$ cat src/rtl/rom_program_sequencer.sv
// rom_program_sequencer: fetch/execute sequencer for a 4-word ROM holding 2-bit opcodes
module rom_program_sequencer #(
  parameter int ACC_W      = 2,
  parameter int JNO_TARGET = 0,
  parameter int MAX_STEPS  = 64
) (
  input  logic             clk,
  input  logic             rst_n,
  input  logic             start,
  input  logic [1:0]       rom_data,
  output logic [1:0]       rom_addr,
  output logic [ACC_W-1:0] acc,
  output logic             ovf,
  output logic             busy,
  output logic             halted,
  output logic             err,
  output logic             timeout
);
  localparam int SW = $clog2(MAX_STEPS + 1);
  typedef enum logic [1:0] {IDLE, FETCH, EXEC, HALT} state_t;
  state_t           state, state_n;
  logic [1:0]       pc, pc_n, ir, ir_n;
  logic [ACC_W-1:0] acc_n;
  logic             ovf_n, err_n, to_n;
  logic [SW-1:0]    cnt, cnt_n;
  logic [ACC_W:0]   sum;
  assign sum      = {1'b0, acc} + (ACC_W + 1)'(1);
  assign rom_addr = pc;
  // next-state and datapath update; INC/JNO fall through to FETCH, HLT/illegal stop
  always_comb begin
    state_n = state;
    pc_n    = pc;
    ir_n    = ir;
    acc_n   = acc;
    ovf_n   = ovf;
    cnt_n   = cnt;
    err_n   = err;
    to_n    = timeout;
    case (state)
      IDLE, HALT: if (start) begin
        state_n = FETCH;
        pc_n    = '0;
        acc_n   = '0;
        ovf_n   = 1'b0;
        cnt_n   = '0;
        err_n   = 1'b0;
        to_n    = 1'b0;
      end
      FETCH: begin
        ir_n    = rom_data;
        state_n = EXEC;
      end
      default: begin
        cnt_n   = cnt + SW'(1);
        state_n = ir[1] ? HALT : FETCH;
        err_n   = (ir == 2'b11) ? 1'b1 : err;
        {ovf_n, acc_n} = (ir == 2'b00) ? sum : {ovf, acc};
        pc_n    = (ir == 2'b00 || (ir == 2'b01 && ovf)) ? pc + 2'd1 :
                  (ir == 2'b01) ? 2'(JNO_TARGET) : pc;
        if (!ir[1] && cnt_n == SW'(MAX_STEPS)) begin
          to_n    = 1'b1;
          state_n = HALT;
        end
      end
    endcase
  end
  // state and output registers; busy/halted are registered decodes of the next state
  always_ff @(posedge clk or negedge rst_n) begin
    if (!rst_n) begin
      state   <= IDLE;
      pc      <= '0;
      ir      <= '0;
      acc     <= '0;
      ovf     <= 1'b0;
      cnt     <= '0;
      err     <= 1'b0;
      timeout <= 1'b0;
      busy    <= 1'b0;
      halted  <= 1'b0;
    end else begin
      state   <= state_n;
      pc      <= pc_n;
      ir      <= ir_n;
      acc     <= acc_n;
      ovf     <= ovf_n;
      cnt     <= cnt_n;
      err     <= err_n;
      timeout <= to_n;
      busy    <= (state_n == FETCH || state_n == EXEC);
      halted  <= (state_n == HALT);
    end
  end
endmodule

$ cat config.mk
export PLATFORM = sky130hd
export DESIGN_NAME = rom_program_sequencer
export DESIGN_NICKNAME = d
export VERILOG_FILES = /design/src/rtl/rom_program_sequencer.sv
export SDC_FILE = /design/constraint.sdc
export NUM_CORES = 1
export LEC_CHECK = 0
export ABC_AREA = 1
export CAP_MARGIN = 0
export CORE_AREA = 3 3 47 49
export DETAILED_ROUTE_END_ITERATION = 6
export DIE_AREA = 0 0 50 52
export HOLD_SLACK_MARGIN = 0.02
export PLACE_DENSITY_LB_ADDON = 0.05
export SETUP_SLACK_MARGIN = 0.02
export SYNTH_ARGS = -nofsm -noshare
export SYNTH_HDL_FRONTEND = slang
export SYNTH_SLANG_ARGS = --single-unit
$ cat constraint.sdc
create_clock -name clk -period 4.71 [get_ports clk]
set_clock_uncertainty 0.1 [all_clocks]
set_input_delay 0.942 -clock clk [delete_from_list [all_inputs] [get_ports clk]]
set_output_delay 0.942 -clock clk [all_outputs]
set_load 0.005 [all_outputs]
==> impl_metrics.json, run 1 <==
{
  "status": "completed",
  "cts_root_buffer": "clkbuf_4",
  "numCtsBuffers": 3,
  "synth_seq_cells": 20,
  "antenna_found_initial": 0,
  "synth_compound_area_frac": 0.1110,
  "finalPower_mw": 0.7961,
  "wl_um": 1959,
  "yosys.area.top_type_share": 0.4988,
  "dpl.hpwl_um": 1466,
  "rsz0062_at_grt": "false",
  "synth_area_per_cell_um2": 8.432,
  "crit_path_cell_trace": "clkdlybuf4s50_1",
  "grt_pass1_vias": 837,
  "final_nets": 147,
  "yosysUniqueCellTypes": 22,
  "leakage_nw": 0.6101,
  "critPathCaptureType": "output port",
  "worstMarginPinSlew_ns": 0.8862,
  "placed_area_um2": 1167,
  "cts-resized-gates": 0,
  "slowest_stage": "clkdlybuf4s50_1",
  "ios": 14,
  "post_cts_buffers": 0,
  "finalSetupViolations": 0,
  "vdd_drop_max_mv": 0.3654,
  "crit_type": "register to output port",
  "wire_per_inst_um": 12.02,
  "drc": 0,
  "grt_pass1_wl_um": 3450,
  "ctsHoldBuffers": 0,
  "vias_per_cell": 5.098,
  "grtUsageTotal": 0.1749,
  "setup_tns_ns": 0,
  "synth_mux_area_frac": 0,
  "ys_top_cells_by_area": "dfrtp_1, nand2_1, inv_1",
  "die_w_um": 50,
  "vias": 831,
  "path_max_fanout": 4,
  "ant_nets": 0,
  "design_area_um2": 1220,
  "cp.required_ns": 3.67,
  "synth_xor_area_frac": 0.01746,
  "synth.net_count": 129,
  "drive_gt1_frac": 0.08824,
  "clk_path_buf_depth": 2,
  "placedCellCount": 159,
  "fin_cells": 163,
  "cap_violations": 0,
  "portBuffers": 13,
  "start_kind": "register",
  "cp_num_buf_inv": 1,
  "min_path_type": "register to register",
  "synth_top_area_cell": "dfrtp_1",
  "synth_top_family_by_area": "simple AND/OR/NAND/NOR gates",
  "synth-simple-area-share": 0.2332,
  "fp.coreArea_um2": 1902,
  "max_freq_ghz": 0.4400,
  "clkSlewWorstSetupHoldPaths_ns": 0.11,
  "first_pass_iters": 4,
  "rows": 16,
  "slew_violations": 0,
  "overflow": 0,
  "gp_congestion": 0.8787,
  "synthCells": 119,
  "arrival_ns": 1.23,
  "syn2layout_area_growth_pct": 21.57,
  "ys_warn_count": 0,
  "cp_top_family": "buffers and inverters",
  "start_util": 0.5276,
  "die_area_um2": 2600,
  "htree_levels": 1,
  "syn-cell-area_um2": 1003,
  "drt_iter0_drc": 16,
  "grt_max_degree": 21,
  "die_h_um": 52,
  "synth_fa_ha_area_frac": 0.06234,
  "yosysSeqAreaShare": 0.4988,
  "clock_latency_ns": 0.31,
  "power_density_nw_per_um2": 652.6,
  "cts_tree": "done",
  "min_period_ns": 2.273,
  "clock_sinks": 20,
  "n_antenna_cell": 0,
  "finalHoldViolCount": 0,
  "crit_path_max_incr_delay_ns": 0.51,
  "period_share": 0.4825,
  "slew_headroom": 0.4074
}
==> placed cells by master (no fill, tap or decap), drive strengths merged <==
cell and instances:
nand2 32, nor3 1, ha 5, inv 20
dfrtp 20, a22o 1, bufinv 1, nand3 9
xor2 2, a22oi 1, clkdlybuf4s50 13, o21bai 1
nor2 11, clkbuf 3, o21ai 9, a211o 1
a21oi 6
==> logic make-up (layout without fill, tap and decap cells) <==
group                    after synthesis  count (layout)
XOR/XNOR                               2               2
adder cells (fa/ha/maj)                5               5
flip-flops                            20              20
buffers and inverters                 20              37
AND/OR/NAND/NOR                       53              53
AO/OA/AOI/OAI                         19              19
==> sequential cells by signal (all words and copies together), names as in the netlist <==
name and count:
acc 2, err 1, ovf 1, ir 2, timeout 1, cnt 7, rom_addr 2, busy 1
state 2, halted 1
==> per-layer routing <==
| layer | GRT usage | part of all wire |
|---|---|---|
| met5 | 0 | 0 |
| met4 | 0.1060 | 0.024 |
| met3 | 0.03152 | 0.030 |
| met2 | 0.3043 | 0.50 |
| met1 | 0.1982 | 0.45 |
==> stage by stage <==
step	worst slack [ns]	util	hold WS, ns
3_3_place_gp	2.294	0.6138	0.3910
4_1_cts	2.420	0.6414	0.4197
6_report	2.437	0.6414	0.4131
3_5_place_dp	2.271	0.6138	0.3968
5_1_grt	2.379	0.6414	0.4642
2_1_floorplan	2.758	-	0.3695
==> worst paths after layout <==
check,from,depth (start not counted),slack (ns),end
setup / recovery,acc[0],1,2.44,acc[0]
hold / removal,acc[0],1,0.41,acc[0]
setup reg to reg,state[0],8,2.82,busy
hold reg to reg,acc[0],1,0.41,acc[0]
max in group asynchronous,rst_n,1,2.95,timeout
min in group asynchronous,rst_n,1,1.02,cnt[5]
==> Yosys cell counts <==
master	number
dfrtp_1	20
a21oi_1	5
nor2_1	10
a211o_1	1
a22o_1	1
nand3_1	8
nand2_2	1
a21oi_2	1
nor2_4	1
xor2_1	2
nand3_2	1
a22oi_1	1
o21bai_1	1
inv_1	17
o21ai_1	2
nor3_1	1
o21ai_0	7
ha_1	5
nand2_4	1
nand2_1	30
inv_2	2
inv_4	1
==> final cells by class <==
type,count,area (um2)
fill,164,681.9
clock inverter,1,30.03
clock buffer,3,22.52
timing repair buffer,13,130.1
multi-input combinational,79,425.4
inverter,20,77.57
sequential,20,500.5
tap,27,33.78
==> power by group <==
group | internal, mW | switching, mW
sequential | 0.234 | 0.0468
clock | 0.0861 | 0.0552
combinational | 0.152 | 0.222
total | 0.472 | 0.324
==> worst register-to-register path, cell delays in order (launching register included) <==
cell and delay (ns):
dfrtp_1 0.37, inv_1 0.06, ha_1 0.41, nand2_2 0.12, nand2_4 0.15, inv_4 0.07
a211o_1 0.22, nand2_1 0.08, ha_1 0.23
No activity file was read; power rests on OpenSTA's default activity.
==> inputs of run 2 (changes only) <==
--- a/config.mk
+++ b/config.mk
@@ -7,9 +7,9 @@
 export LEC_CHECK = 0
 export ABC_AREA = 1
 export CAP_MARGIN = 0
-export CORE_AREA = 3 3 47 49
+export CORE_AREA = 3 3 51 53
 export DETAILED_ROUTE_END_ITERATION = 6
-export DIE_AREA = 0 0 50 52
+export DIE_AREA = 0 0 54 56
 export HOLD_SLACK_MARGIN = 0.02
 export PLACE_DENSITY_LB_ADDON = 0.05
 export SETUP_SLACK_MARGIN = 0.02
==> constraint.sdc (replaced) <==
create_clock -name clk -period 1.9 [get_ports clk]
set_clock_uncertainty 0.1 [all_clocks]
set_input_delay 0.38 -clock clk [delete_from_list [all_inputs] [get_ports clk]]
set_output_delay 0.38 -clock clk [all_outputs]
set_load 0.005 [all_outputs]
==> impl_metrics.json, run 2 (synthesized netlist as in run 1, its figures left out) <==
{
  "crit_path_cell_trace": "inv_1 -> ha_1 -> nand2_2 -> nand2_4 -> buf_4 -> nor2_4 -> nand2_1 -> inv_1 -> nor2_1 -> a21oi_1",
  "gp_congestion": 0.9040,
  "syn2layout_area_growth_pct": 27.93,
  "vias_per_cell": 4.806,
  "grt-busiest-layer": "met2",
  "final_nets": 153,
  "layout.cells.most_common_list": "nand2_1, dfrtp_1, inv_1",
  "rrSetupSlack_ns": 0.17,
  "drive_gt1_frac": 0.1479,
  "rows": 17,
  "slew_violations": 0,
  "finalSetupViolations": 0,
  "cts_root_buffer": "clkbuf_4",
  "antenna_found_initial": 0,
  "die_w_um": 54,
  "hold_slack_ns": 0.2955,
  "crit_type": "register to register",
  "ff2ff_path_depth": 10,
  "grt_pass1_vias": 798,
  "wl_um": 1913,
  "vias": 817,
  "mostFrequentLayoutCell": "nand2_1",
  "htree_levels": 1,
  "clkSlewWorstSetupHoldPaths_ns": 0.12,
  "cp_num_buf_inv": 3,
  "leakage_nw": 0.6388,
  "status": "completed",
  "cp-endpoint": "acc[0]",
  "overflow": 0,
  "start_util": 0.4580,
  "first_pass_iters": 4,
  "ctsHoldBuffers": 0,
  "cts_tree": "done",
  "r2r-end": "acc[0]",
  "placed_area_um2": 1206,
  "crit_top_cell": "inv_1",
  "crit_path_max_incr_delay_ns": 0.36,
  "critPathCaptureType": "register",
  "wire_per_inst_um": 11.25,
  "clock_latency_ns": 0.30,
  "critPathLaunch": "state[0]",
  "vdd_drop_max_mv": 1.078,
  "clk_path_buf_depth": 2,
  "grtUsageMet2": 0.2336,
  "slew_headroom": 0.8307,
  "max_freq_ghz": 0.5795,
  "portBuffers": 13,
  "power_density_nw_per_um2": 1636,
  "period_share": 0.9083,
  "arrival_ns": 1.85,
  "grtUsageTotal": 0.1530,
  "cp.required_ns": 2.02,
  "cap_violations": 0,
  "worstMarginPinSlew_ns": 0.2540,
  "path_max_fanout": 6,
  "clock_sinks": 20,
  "grt_use_met3": 0.05630,
  "ant_nets": 0,
  "setup_tns_ns": 0,
  "rsz0062_at_grt": "false",
  "die_area_um2": 3024,
  "design_area_um2": 1284,
  "start_kind": "register",
  "grt_pass1_wl_um": 3512,
  "met1_usage": 0.2097,
  "fp.coreArea_um2": 2191,
  "min_path_type": "primary input to asynchronous set/reset pin",
  "regMostFlops": "cnt",
  "finalHoldViolCount": 0,
  "n_antenna_cell": 0,
  "drc": 0,
  "largest_reg_flops": 7,
  "cp_num_cells": 10,
  "grt_max_degree": 21,
  "reg2reg_from": "state[0]",
  "ios": 14,
  "numCtsBuffers": 3,
  "cp_top_family": "simple AND/OR/NAND/NOR gates",
  "die_h_um": 56,
  "slowest_stage": "dfrtp_1",
  "finalPower_mw": 2.100,
  "drt_iter0_drc": 11,
  "dpl.hpwl_um": 1500,
  "min_period_ns": 1.726
}
[run 2: worst min path at each step]
stage	startpoint	end	slack [ns]	depth (start not counted)
6_report	rst_n	cnt[0]	0.30	2
3_3_place_gp	acc[0]	acc[0]	0.39	1
5_1_grt	rst_n	cnt[2]	0.31	2
3_5_place_dp	err	err	0.40	2
2_1_floorplan	rst_n	acc[0]	-0.02	0
4_1_cts	rst_n	cnt[0]	0.29	2
[run 2: repair_timing]
item	CTS	global route
setup endpoints to repair	0	2
buffers inserted	0	1
gates resized for setup	0	4
[run 2: where the power goes]
group	internal, mW	total [mW]	switching (mW)
clock	0.213	0.346	0.133
sequential	0.579	0.695	0.115
combinational	0.479	1.06	0.580
[run 2: area by class of cell]
class                      instances  area (um2)
sequential                        20       500.5
clock inverter                     1       30.03
multi-input combinational         79       442.9
fill                             201       907.1
inverter                          20       77.57
clock buffer                       3       22.52
timing repair buffer              19       175.2
tap                               28       35.03
[run 2: metal layers]
metal  vias up  share of wire
li1        427              -
met1       374           0.47
met2        14           0.48
met3         2          0.041
met4         0         0.0094
met5         -              0
[run 2: worst register-to-register path, cell delays in order (launching register included)]
cell,delay (ns)
dfrtp_1,0.36
inv_1,0.06
ha_1,0.33
nand2_2,0.11
nand2_4,0.07
buf_4,0.16
nor2_4,0.13
nand2_1,0.06
inv_1,0.09
nor2_1,0.04
a21oi_1,0.14
[run 2: per-stage QoR]
stage | std cells | setup slack (ns) | util
6_report | 170 | 0.1743 | 0.5860
5_1_grt | 170 | 0.02865 | 0.5860
4_1_cts | 169 | 0.09245 | 0.5745
3_5_place_dp | 165 | 0.05748 | 0.5505
3_3_place_gp | 165 | 0.1013 | 0.5505
2_1_floorplan | 119 | 0.1482 | -
==> variant 1 (flow settings as in run 2) <==
The parameter `MAX_STEPS` goes from 64 to 32.
--- a/src/rtl/rom_program_sequencer.sv
+++ b/src/rtl/rom_program_sequencer.sv
@@ -4,3 +4,3 @@
   parameter int JNO_TARGET = 0,
-  parameter int MAX_STEPS  = 64
+  parameter int MAX_STEPS  = 32
 ) (
Formal check against the unedited RTL: no difference found for any inputs over 10 cycles, from zero or initial values and one cycle with rst_n low; that may be too few to reach the edited logic, so the function may still have changed.
==> variant 1 against run 2 <==
Cell area fell by 4.2%. Total power fell by 3.6%. Wire length shrank 12%. Sequential share of layout area down 0.33 points. Maximum frequency increased by 0.70%. Worst setup slack better by 0.012 ns. Cell count decreased by 8.8%. Non-clock buffer count fell by 1. Global-route usage is 2.0 points lower. Die area unchanged. Sequential cell count fell by 1. Critical path depth fell by 1. Synthesized area is 2.5% lower. Critical endpoint unchanged. Largest cell class unchanged. Largest power group unchanged.
==> variant 1: results (changes against run 2) <==
| Metric | Value |
|---|---|
| Dpl ws | 0.0779 ns (+0.0204 ns) |
| Antenna violations before repair | 0 (unchanged) |
| RR Endpoint | acc[0]$_DFFE_PN0P_ |
| Status | complete, no violations |
| Drt total wl | 1.68 mm (-12%) |
| R2R Path Start | state[0]$_DFF_PN0_ |
| Vias | 745 (-8.8%) |
| Worst EP arrival | 1.80 ns (-0.05 ns) |
| Int Power | 1.16 mW (-8.9%) |
| CTS H-tree lvls | 1 (unchanged) |
| HP Class | in -> async |
| CTS buffer count | 3 (unchanged) |
| Share of cells above drive strength 1 | 0.150 (+0.00172) |
| Synth cell count leaders | dfrtp_1 (19), inv_1 (17), nand2_1 (17), a21oi_1 (7) |
| Total GRT Usage | 0.133 (-0.0203) |
| Complex-gate fraction of the synthesized area | 0.115 (+0.00412) |
| Top reg by flops | cnt |
| Unique cell type count in the Yosys netlist | 24 (+9.1%) |
| Register area share after synthesis | 0.486 (-0.0128) |
| Post-synth top flop | dfrtp_1 |
| XOR/XNOR Fraction of Synth Area | 0.00895 (-0.00850) |
| Worst-Margin Slew | 0.409 ns (+0.155 ns) |
| Syn. warnings | 0 (unchanged) |
| Number of DRC markers in iteration 0 | 17 (+6) |
| Clk_lat worst skew | 0.30 ns (about the same) |
| Synth top area cells | dfrtp_1 (49%), inv_1 (6.5%), nand2_1 (6.5%) |
| Adder-Cell Fraction of Synth Area | 0.0639 (+0.00159) |
| Worst r2r path cells | 9 (-1) |
| Vias in the first global route | 740 (-7.3%) |
| Placed Cells incl. Taps | 147 (-11%) |
| Nets | 138 (-9.8%) |
| IO Port Bufs | 13 (unchanged) |
| Commonest non-fill, non-tap cell in the layout | dfrtp_1 |
| Syn nets | 116 (-10%) |
| First-pass GRT wire length | 3.01 mm (-14%) |
| Root Buffer | clkbuf_4 |
| Mux share of post-synthesis cell area | 0.0102 (+0.0102) |
| Pleak | 0.580 nW (-9.2%) |
| CTS Buffer Depth | 2 (unchanged) |
| Clk pin slew, worst setup/hold paths | 0.11 ns |
| Gpl congestion | 0.716 (-21%) |
| Vias per cell | 4.81 (about the same) |
| Inserted Diodes | 0 (unchanged) |
| Syn_area_per_cell | 9.23 um2 (+9.5%) |
| Fill cell count | 201 (unchanged) |
| DP HPWL | 1.26 mm (-16%) |
| Drt pass-1 iters | 5 (+1) |
| Async SR Flop Fraction | 1.00 (unchanged) |
| Critical path fanouts, max | 8 (+2) |
| Worst vdd ir | 0.000954 V (-11%) |
| Flop2flop setup slack | 0.19 ns |
| Max reg flops | 6 (-1) |
| Largest net degree at the start of global routing | 20 (-4.8%) |
[variant 1: worst max-delay path by stage]
stage                       start            endpoint  slack (ns)  cells after the start
2_1_floorplan  state[0]$_DFF_PN0_      busy$_DFF_PN0_        0.26                      7
3_3_place_gp                start      busy$_DFF_PN0_         0.1                      5
3_5_place_dp                start      busy$_DFF_PN0_        0.08                      5
4_1_cts        cnt[0]$_DFFE_PN0P_      busy$_DFF_PN0_        0.12                      8
5_1_grt        cnt[0]$_DFFE_PN0P_      busy$_DFF_PN0_        0.03                      8
6_report       state[0]$_DFF_PN0_  acc[0]$_DFFE_PN0P_        0.19                      9
[variant 1: cells by family (layout without fill, tap and decap cells)]
family | count (synthesis) | in the layout
muxes | 1 | 1
xor gates and xnor gates | 1 | 1
DFF | 19 | 19
AOI/OAI and AO/OA | 20 | 20
and+or+nand+nor | 41 | 41
buffers and inverters | 19 | 40
adders and majority gates | 5 | 5
[variant 1: area by class of cell]
type,count,share of cell area
multi-input cells,68,0.358
clock buffers,4,0.0214
repair buffers,18,0.146
flip-flops and latches,19,0.387
well taps,28,0.0285
inverters,18,0.0590
[variant 1: through the flow]
stage	total power [mW]	hold slack [ns]	cell area, um2
final	2.02	0.305	1230
after global routing	2.24	0.317	1230
after CTS	1.92	0.314	1170
after detailed placement	1.71	0.401	1140
after global placement	1.70	0.394	1140
after floorplan	1.42	-0.0156	978
[variant 1: metal layers]
| metal | wire (um) | vias to the layer above | part of all wire | track usage |
|---|---|---|---|---|
| met5 | 0 | - | 0 | 0 |
| met4 | 14 | 0 | 0.0083 | 0.0712 |
| met3 | 58 | 2 | 0.035 | 0.0268 |
| met2 | 744 | 11 | 0.44 | 0.196 |
| met1 | 862 | 340 | 0.51 | 0.178 |
| li1 | - | 392 | - | - |
[variant 1: power groups by stage]
stage	registers, mW	clock network (mW)	logic, mW
4_1_cts	0.701	0.211	1.01
3_3_place_gp	0.707	0	0.993
5_1_grt	0.722	0.221	1.29
3_5_place_dp	0.710	0	1.00
2_1_floorplan	0.693	0	0.728
6_report	0.694	0.204	1.13
[variant 1: critical path, cell delays in order, from the launching register on]
cell      delay (ns)
dfrtp_1         0.39
inv_1           0.12
ha_4            0.23
clkinv_4        0.10
nor2_8          0.05
buf_12          0.12
nor2_8          0.14
nand2_4         0.10
o21ai_2         0.17
mux2i_1         0.09
[variant 1: repair_timing]
| action | in CTS | in global routing |
|---|---|---|
| hold buffers | 0 | 0 |
| endpoints found under the setup margin | 0 | 1 |
| gates resized for setup | 0 | 4 |
| setup buffers | 0 | 4 |
==> variant 2 (settings of run 2) <==
Without the edit above. The output `busy` loses its register stage (`busy` becomes a continuous assignment). Comments in the files are not updated.
--- a/src/rtl/rom_program_sequencer.sv
+++ b/src/rtl/rom_program_sequencer.sv
@@ -77,3 +77,2 @@
       timeout <= 1'b0;
-      busy    <= 1'b0;
       halted  <= 1'b0;
@@ -88,3 +87,2 @@
       timeout <= to_n;
-      busy    <= (state_n == FETCH || state_n == EXEC);
       halted  <= (state_n == HALT);
@@ -92,2 +90,4 @@
   end
+
+  assign busy = (state_n == FETCH || state_n == EXEC);
 endmodule
Formal check against the unedited RTL: not equivalent (Yosys sat finds a counterexample within 4 cycles, from zero or initial values and one cycle with rst_n low).
==> variant 2 against run 2 <==
The flow now finishes with violations (setup timing). Worst setup slack worse by 0.71 ns. Sequential cell count down 1. Clock power fell by 42%. Total power increased by 5.0%. Synthesized area decreased by 2.5%. Cell area grew 14%. Largest power group unchanged. Wire length increased by 18%.
==> variant 2: results (changes against run 2) <==
| Metric | Value |
|---|---|
| Status | finished with violations |
| Failing checks | setup timing |
| Pleak | 0.728 nW (+14%) |
| Max reg flops | 7 (unchanged) |
| Final setup margin | -0.533 ns (-0.708 ns) |
| Register area share after synthesis | 0.486 (-0.0128) |
| Inserted Diodes | 0 (unchanged) |
| Worst-Margin Slew | 0.261 ns (+0.00714 ns) |
| HP Class | in -> async |
| Most common cell in the netlist | nand2_1 |
| Synth cell count leaders | nand2_1 (30), dfrtp_1 (19), inv_1 (17), nor2_1 (10), nand3_1 (8) |
| Root Buffer | clkbuf_4 |
| Vias in the first global route | 940 (+18%) |
| Number of DRC markers in iteration 0 | 19 (+8) |
| Setup-failing EPs final | 1 (+1) |
| Worst vdd ir | 0.000935 V (-13%) |
| Vias per cell | 4.70 (-2.3%) |
| Placed Area | 1320 um2 (+9.4%) |
| Fill cell count | 184 (-8.5%) |
| Max-slew violations | 0 (unchanged) |
| Nets | 174 (+14%) |
| Unique cell type count in the Yosys netlist | 22 (unchanged) |
| Critical path fanouts, max | 4 (-2) |
| Share of cells above drive strength 1 | 0.325 (+0.177) |
| Top reg by flops | cnt |
| Clk pin slew, worst setup/hold paths | 0.11 ns |
| Syn. warnings | 0 (unchanged) |
| Top Family by Delay on Critical Path | simple AND/OR/NAND/NOR gates |
| CTS Buffer Depth | 2 (unchanged) |
| Clk_lat worst skew | 0.29 ns |
| CTS H-tree lvls | 1 (unchanged) |
| Drt pass-1 iters | 4 (unchanged) |
| Dpl ws | -0.604 ns (-0.661 ns) |
| Total GRT Usage | 0.182 (+0.0293) |
| Flop2flop setup slack | 0.03 ns (-0.14 ns) |
| Largest net degree at the start of global routing | 20 (-4.8%) |
| Slowest stage delay, CP | 0.43 ns (+0.07 ns) |
| Async SR Flop Fraction | 1.00 (unchanged) |
| Post-synth top flop | dfrtp_1 |
| Syn nets | 128 (-0.78%) |
| DP HPWL | 1.59 mm (+6.2%) |
| Synth top area cells | dfrtp_1 (49%), nand2_1 (12%), inv_1 (6.5%) |
| Worst EP arrival | 1.95 ns (+0.10 ns) |
| Avg WL per Cell | 11.8 um (+4.9%) |
| First-pass GRT wire length | 4.12 mm (+17%) |
| CP max stage cell | dfrtp_1 |
| Gpl congestion | 0.788 (-13%) |
| Antenna violations before repair | 0 (unchanged) |
| IO Port Bufs | 13 (unchanged) |
==> variant 2: cell count changes in the layout (fill, tap and decap cells not counted), moves of 2 or more <==
cell,change
buf_4,+21
ha_1,-2
inv_1,-2
inv_2,+2
nand3_1,-4
nand3_2,+3
==> variant 2: layout make-up <==
| type | count | area (um2) | share of cell area |
|---|---|---|---|
| Clock buffer | 4 | 26.3 | 0.0179 |
| Sequential cell | 19 | 475 | 0.325 |
| Multi-Input combinational cell | 79 | 510 | 0.349 |
| Tap cell | 28 | 35.0 | 0.0239 |
| Inverter | 20 | 77.6 | 0.0530 |
| Timing Repair Buffer | 41 | 339 | 0.232 |
==> variant 2: power breakdown <==
part / switching, mW / internal, mW
logic: 0.675 / 0.661
clock network: 0.121 / 0.0816
registers: 0.123 / 0.545
==> variant 2: timing repair <==
item                       CTS  global route
buffers inserted             9             0
resized for setup           11             4
pin swaps                    8             3
setup endpoints to repair    1             2
==> variant 2: logic make-up (layout without fill, tap and decap cells) <==
family | Yosys count | after routing | synth area share
AND/OR/NAND/NOR | 53 | 53 | 0.239
buffers and inverters | 20 | 65 | 0.0793
AO/OA/AOI/OAI | 19 | 19 | 0.114
flip-flops | 19 | 19 | 0.486
adder cells (fa/ha/maj) | 5 | 5 | 0.0639
XOR/XNOR | 2 | 2 | 0.0179
==> variant 2: stage by stage <==
step	TNS, ns	hold slack, ns	utilization	instances
floorplan	0	-0.0156	-	118
global placement	-0.560	0.391	0.603	178
detailed placement	-0.604	0.407	0.603	178
CTS	-0.531	0.303	0.662	191
global route	-0.737	0.313	0.668	191
finish	-0.533	0.307	0.668	191
==> variant 2: path summary, 6_finish.rpt <==
| kind | from | to | cells past startpoint |
|---|---|---|---|
| setup reg to reg | cnt[0]$_DFFE_PN0P_ | timeout$_DFFE_PN0P_ | 13 |
| hold reg to reg | acc[0]$_DFFE_PN0P_ | acc[0]$_DFFE_PN0P_ | 1 |
| hold / removal | rst_n | cnt[5]$_DFFE_PN0P_ | 2 |
| max in group asynchronous | rst_n | ir[1]$_DFFE_PN0P_ | 2 |
| min in group clk | acc[0]$_DFFE_PN0P_ | acc[0]$_DFFE_PN0P_ | 1 |
| setup / recovery | cnt[0]$_DFFE_PN0P_ | busy | 12 |
==> variant 2: per-layer routing <==
metal	share of wire	vias up	track usage
li1	-	463	-
met1	0.45	411	0.227
met2	0.51	21	0.294
met3	0.035	2	0.0322
met4	0.0062	0	0.0890
met5	0	-	0
==> variant 2: worst register-to-register path, cell delays in order, from the launching register on <==
cell     delay [ns]
dfrtp_1        0.42
ha_4           0.18
nand2_2        0.07
inv_2          0.08
nand3_2        0.08
nand3_2        0.07
nor2_1         0.05
buf_4          0.13
buf_4          0.12
buf_4          0.12
buf_4          0.12
buf_4          0.13
nand3_2        0.07
a21oi_2        0.05
